File: src/rtl/axi_burst_reader.sv
// AXI4 read initiator: turns (byte address, line count) into AR bursts and streams 512-bit lines out.
// Ports: command (cmd_*), line stream (out_*), status (done/err/busy), AXI AR/R master (*_m).
// Latency: AR one cycle after accept, data registered one cycle; done one cycle after last line drains.
// Backpressure: rready_m follows the single output register; one burst outstanding at a time.
module axi_burst_reader #(
    parameter int          MAX_BURST = 64,
    parameter logic [15:0] AXI_ID    = 16'h0
) (
    input  logic         clk,
    input  logic         rst,
    // command
    input  logic         cmd_valid,
    output logic         cmd_ready,
    input  logic [63:0]  cmd_addr,
    input  logic [31:0]  cmd_lines,
    // line stream
    output logic [511:0] out_data,
    output logic         out_valid,
    input  logic         out_ready,
    // status
    output logic         done,
    output logic         err,
    output logic         busy,
    // AXI read address channel
    output logic [15:0]  arid_m,
    output logic [63:0]  araddr_m,
    output logic [7:0]   arlen_m,
    output logic [2:0]   arsize_m,
    output logic         arvalid_m,
    input  logic         arready_m,
    // AXI read data channel
    input  logic [15:0]  rid_m,
    input  logic [511:0] rdata_m,
    input  logic [1:0]   rresp_m,
    input  logic         rlast_m,
    input  logic         rvalid_m,
    output logic         rready_m
);

    typedef enum logic [1:0] {S_IDLE, S_ADDR, S_DATA, S_FIN} state_t;

    localparam logic [31:0] LP_MAX = 32'(MAX_BURST);

    state_t         r_state;
    logic [63:0]    r_addr;
    logic [31:0]    r_rem;
    logic [8:0]     r_blen;
    logic [8:0]     r_cnt;
    logic           r_cmd_ready;
    logic           r_arvalid;
    logic           r_out_valid;
    logic [511:0]   r_out_data;
    logic           r_done;
    logic           r_err;
    logic           r_busy;

    logic [31:0]    w_pg;
    logic [31:0]    w_beats;
    logic           w_rready;
    logic           w_beat;
    logic           w_last;
    logic [31:0]    w_rem_next;
    logic [63:0]    w_addr_next;

    // Lines left before the next 4 KB page boundary (1..64).
    assign w_pg = 32'd64 - {26'd0, r_addr[11:6]};

    always_comb begin
        w_beats = r_rem;
        if (w_pg < w_beats) begin
            w_beats = w_pg;
        end
        if (LP_MAX < w_beats) begin
            w_beats = LP_MAX;
        end
    end

    assign w_rready    = !r_out_valid || out_ready;
    assign w_beat      = (r_state == S_DATA) && rvalid_m && w_rready;
    // Burst end is decided by our own beat count; rlast_m only feeds the error flag.
    assign w_last      = (r_cnt == (r_blen - 9'd1));
    assign w_rem_next  = r_rem - {23'd0, r_blen};
    assign w_addr_next = r_addr + {49'd0, r_blen, 6'd0};

    always_ff @(posedge clk or posedge rst) begin
        if (rst) begin
            r_state     <= S_IDLE;
            r_addr      <= 64'd0;
            r_rem       <= 32'd0;
            r_blen      <= 9'd0;
            r_cnt       <= 9'd0;
            r_cmd_ready <= 1'b1;
            r_arvalid   <= 1'b0;
            r_out_valid <= 1'b0;
            r_out_data  <= 512'd0;
            r_done      <= 1'b0;
            r_err       <= 1'b0;
            r_busy      <= 1'b0;
        end else begin
            // Output register: a new beat wins over a drain in the same cycle.
            if (w_beat) begin
                r_out_data  <= rdata_m;
                r_out_valid <= 1'b1;
            end else if (out_ready) begin
                r_out_valid <= 1'b0;
            end

            case (r_state)
                S_IDLE: begin
                    if (cmd_valid) begin
                        // Masking keeps the line-aligned address without leaving offset bits unused.
                        r_addr      <= cmd_addr & ~64'h3F;
                        r_rem       <= cmd_lines;
                        r_err       <= 1'b0;
                        r_busy      <= 1'b1;
                        r_cmd_ready <= 1'b0;
                        if (cmd_lines != 32'd0) begin
                            r_state   <= S_ADDR;
                            r_arvalid <= 1'b1;
                        end else begin
                            r_state   <= S_FIN;
                        end
                    end
                end
                S_ADDR: begin
                    if (r_arvalid && arready_m) begin
                        r_arvalid <= 1'b0;
                        r_blen    <= w_beats[8:0];
                        r_cnt     <= 9'd0;
                        r_state   <= S_DATA;
                    end
                end
                S_DATA: begin
                    if (w_beat) begin
                        r_cnt <= r_cnt + 9'd1;
                        if ((rresp_m != 2'b00) || (rid_m != AXI_ID) || (rlast_m != w_last)) begin
                            r_err <= 1'b1;
                        end
                        if (w_last) begin
                            r_addr <= w_addr_next;
                            r_rem  <= w_rem_next;
                            if (w_rem_next != 32'd0) begin
                                r_state   <= S_ADDR;
                                r_arvalid <= 1'b1;
                            end else begin
                                r_state   <= S_FIN;
                            end
                        end
                    end
                end
                S_FIN: begin
                    // The done cycle stays inside FIN so busy is still high and cmd_ready low.
                    if (r_done) begin
                        r_done      <= 1'b0;
                        r_busy      <= 1'b0;
                        r_cmd_ready <= 1'b1;
                        r_state     <= S_IDLE;
                    end else if (!r_out_valid) begin
                        r_done <= 1'b1;
                    end
                end
                default: begin
                    r_state <= S_IDLE;
                end
            endcase
        end
    end

    assign cmd_ready = r_cmd_ready;
    assign out_data  = r_out_data;
    assign out_valid = r_out_valid;
    assign done      = r_done;
    assign err       = r_err;
    assign busy      = r_busy;
    assign arid_m    = AXI_ID;
    assign araddr_m  = r_addr;
    assign arlen_m   = 8'(w_beats - 32'd1);
    assign arsize_m  = 3'd6;
    assign arvalid_m = r_arvalid;
    assign rready_m  = w_rready;

endmodule
File: config.mk
export PLATFORM = sky130hd
export DESIGN_NAME = axi_burst_reader
export DESIGN_NICKNAME = d
export VERILOG_FILES = /design/src/rtl/axi_burst_reader.sv
export SDC_FILE = /design/constraint.sdc
export NUM_CORES = 2
export LEC_CHECK = 0
export ABC_CLOCK_PERIOD_IN_PS = 22400
export CELL_PAD_IN_SITES_DETAIL_PLACEMENT = 1
export CELL_PAD_IN_SITES_GLOBAL_PLACEMENT = 1
export CORE_AREA = 3 3 489 491
export DETAILED_ROUTE_END_ITERATION = 7
export DIE_AREA = 0 0 492 494
export PLACE_DENSITY_LB_ADDON = 0.1
export SLEW_MARGIN = 20
export SYNTH_ARGS = -nofsm -noshare
export SYNTH_HDL_FRONTEND = slang
export SYNTH_SLANG_ARGS = --single-unit
File: constraint.sdc
create_clock -name clk -period 22.4 [get_ports clk]
set_clock_uncertainty 0.2 [all_clocks]
set_input_delay 4.48 -clock clk [delete_from_list [all_inputs] [get_ports clk]]
set_output_delay 4.48 -clock clk [all_outputs]
set_load 0.05 [all_outputs]
==> results.sh <==
export IMPL_outcome="finished, final reports clean"
export IMPL_cts_max_path_buffers=3
export IMPL_maxSlewHeadroom_pct=28.4
export IMPL_dieWidth_um=492
export IMPL_final_nets=5094
export IMPL_seq_area_frac_synth_pct=56.7
export IMPL_rr_endpoint="araddr_m[57]"
export IMPL_wl_mm=179
export IMPL_finalSetupTns_ns=0
export IMPL_grt_max_degree=173
export IMPL_dieHeight_um=494
export IMPL_clock_latency_ns=0.71
export IMPL_placed_cells=7482
export IMPL_area_growth_pct=68.3
export IMPL_hold_viol=0
export IMPL_start_util_pct=11.8
export IMPL_power_w=0.00850
export IMPL_rsz0062_at_grt="false"
export IMPL_finalMaxSlewViolations=0
export IMPL_reg2reg_slack_ns=17.62
export IMPL_grt_pass1_wl_mm=247
export IMPL_vias=27700
export IMPL_hold_ws_ns=0.270
export IMPL_critical_path_class="primary input to output pin"
export IMPL_synth_area_per_cell_um2=8.48
export IMPL_post_cts_setup_buffers=0
export IMPL_syn_area_um2=27700
export IMPL_io_buffers=1211
export IMPL_fmax_ghz=0.0918
export IMPL_path_clk_slew_ns=0.05
export IMPL_vdd_drop_max_v=0.0000660
export IMPL_worstHoldStart="out_data[356]"
export IMPL_gr_total_overflow=0
export IMPL_leakage_nw=20.5
export IMPL_p_per_area_nw_per_um2=182
export IMPL_first_pass_iters=5
export IMPL_drt_iter0_markers=1179
export IMPL_cp_arrival_ns=6.22
export IMPL_path_max_fanout=4
export IMPL_syn_inst=3270
export IMPL_wl_per_cell_um=23.3
export IMPL_ys_ff_latch=628
export IMPL_cts_num_sinks=628
export IMPL_synth_area_leader_cell="dfrtp_1"
export IMPL_post_cts_resize_count=0
export IMPL_synth_edf_count=0
export IMPL_ys_flop_type="dfrtp_1"
export IMPL_post_route_drc_count=0
export IMPL_min_period_over_period_pct=48.6
export IMPL_tightestPinTransition_ns=1.07
export IMPL_synthArstFlopShare_pct=100
export IMPL_startpoint="out_ready"
export IMPL_grtUsageTotal_pct=14.2
export IMPL_cts_tree="built"
export IMPL_gp_congestion=0.782
export IMPL_drv_cap=0
export IMPL_hp_class="register to register"
export IMPL_ctsHoldBuffers=0
export IMPL_ios=1243
export IMPL_dp_slack_ns=11.49
export IMPL_num_fill_cells=27600
export IMPL_finalSetupViolations=0
export IMPL_rr_worst_depth=11
export IMPL_place_hpwl_mm=136
export IMPL_endpoint="rready_m"
export IMPL_required_ns=17.72
export IMPL_cp_start_kind="primary input"
export IMPL_viasPerCell=3.60
export IMPL_rows=178
export IMPL_synth_area_top_cells="dfrtp_1 (57%), nand2_1 (22%), a21oi_1 (2.4%)"
export IMPL_grt_pass1_vias=29800
export IMPL_core_um2=235000
export IMPL_dieArea_um2=243000
export IMPL_timing_rr_start="r_blen[1]"
export IMPL_drive_gt1_share_pct=4.90
export IMPL_ys_warnings_count=0
export IMPL_fin_ws_ns=11.50
export IMPL_grt_antenna_before_repair=70
export IMPL_postRouteAntennaNets=0
export IMPL_worstSetupEndpointType="output pin"
export IMPL_yosysTopAreaCellShare_pct=56.6
export IMPL_final_min_clock_period_ns=10.90
export IMPL_layout_cells_non_filler=7674
export IMPL_htreeDepth=3
export IMPL_clockRootBuffer="clkbuf_16"
export IMPL_synth_cell_type_count=82
export IMPL_cts_buffers=97
## cell usage in the layout (no fill, tap or decap), drive strengths merged, types with 22 or more instances in the layout
| cell | netlist | final |
|---|---|---|
| nand2 | 1655 | 1655 |
| clkdlybuf4s50 | 1 | 1211 |
| dfrtp | 627 | 627 |
| clkbuf | 161 | 148 |
| a21oi | 133 | 133 |
| nor2 | 92 | 92 |
| o21ai | 79 | 79 |
| nand3 | 47 | 47 |
| o22ai | 37 | 37 |
| inv | 32 | 36 |
| nor3 | 34 | 34 |
| buf | 39 | 29 |
| nor4 | 29 | 29 |
| ha | 28 | 28 |
| conb | 2 | 25 |
| xnor2 | 22 | 22 |
## flip-flops by register name (all words and copies together), names as in the netlist, 2 cells and up
| name | flops |
|---|---|
| r_rem | 32 |
| out_data | 512 |
| r_state | 2 |
| r_cnt | 9 |
| r_blen | 9 |
| araddr_m | 58 |
## report_power, final
part | internal [W] | switching, W
sequential | 0.00167 | 0.000416
combinational | 0.00142 | 0.00338
clock | 0.000957 | 0.000655
## routing by layer
| layer | wire, um | up-vias | GRT usage, % |
|---|---|---|---|
| li1 | - | 12900 | - |
| met1 | 70100 | 13700 | 16.1 |
| met5 | 273 | - | 0 |
| met2 | 89400 | 853 | 25.1 |
| met3 | 15200 | 245 | 5.52 |
| met4 | 3800 | 42 | 3.37 |
## synth_stat cells (5+ instances only)
library cell and n:
a211oi_1 16, a21o_1 9, a21oi_1 132, a22oi_1 5, a2bb2oi_1 9, a311oi_1 8, a31oi_1 11, and2_1 6
and3_1 14, buf_1 11, buf_4 25, clkbuf_1 159, dfrtp_1 627, ha_1 28, inv_1 32, nand2_1 1655
nand2b_1 16, nand3_1 45, nand3b_1 5, nand4_1 17, nor2_1 92, nor2b_1 7, nor3_1 32, nor4_1 25
o211ai_1 5, o21a_1 6, o21ai_0 75, o22ai_1 37, o2bb2ai_1 6, o31ai_1 7, or3_1 12, or4_1 5
xnor2_1 22, xor2_1 20
## stage by stage
step,instance area (um^2),util (%)
floorplan,27800,-
finish,46700,19.8
global placement,43300,18.4
detailed placement,43300,18.4
CTS,46600,19.8
global route,46600,19.8
## cells by family (layout without fill, tap and decap cells)
kind of cell | Yosys count | count (layout) | synth area share (%)
AND/OR/NAND/NOR | 1963 | 1963 | 28.6
flip-flops | 628 | 628 | 56.7
AO/OA/AOI/OAI | 365 | 365 | 8.03
buffers and inverters | 234 | 1453 | 3.64
XOR/XNOR | 42 | 42 | 1.33
adder cells (fa/ha/maj) | 30 | 30 | 1.41
multiplexers | 6 | 6 | 0.235
other | 2 | 37 | 0.0271
## how the worst min path moves through the flow
| stage | cells after the start | to |
|---|---|---|
| 3_5_place_dp | 2 | out_data[356] |
| 2_1_floorplan | 2 | r_rem[31] |
| 5_1_grt | 2 | out_data[372] |
| 4_1_cts | 2 | out_data[505] |
| 6_report | 2 | out_data[356] |
| 3_3_place_gp | 2 | out_data[127] |
## worst max-delay path: stages
cell and delay, ns:
clkdlybuf4s50_1 0.47, nand2b_1 0.34, clkdlybuf4s50_1 0.92
## final cells by class
class | count | area [um^2] | share of cell area [%]
Antenna cell | 12 | 30.0 | 0.0643
Clock buffer | 148 | 2910 | 6.23
Clock inverter | 32 | 435 | 0.933
Inverter | 33 | 131 | 0.282
Multi-Input combinational cell | 2431 | 11100 | 23.8
Sequential cell | 628 | 15700 | 33.7
Tap cell | 3150 | 3940 | 8.45
Timing Repair Buffer | 1240 | 12400 | 26.5
Note: power is estimated with default switching activity, not from simulation.
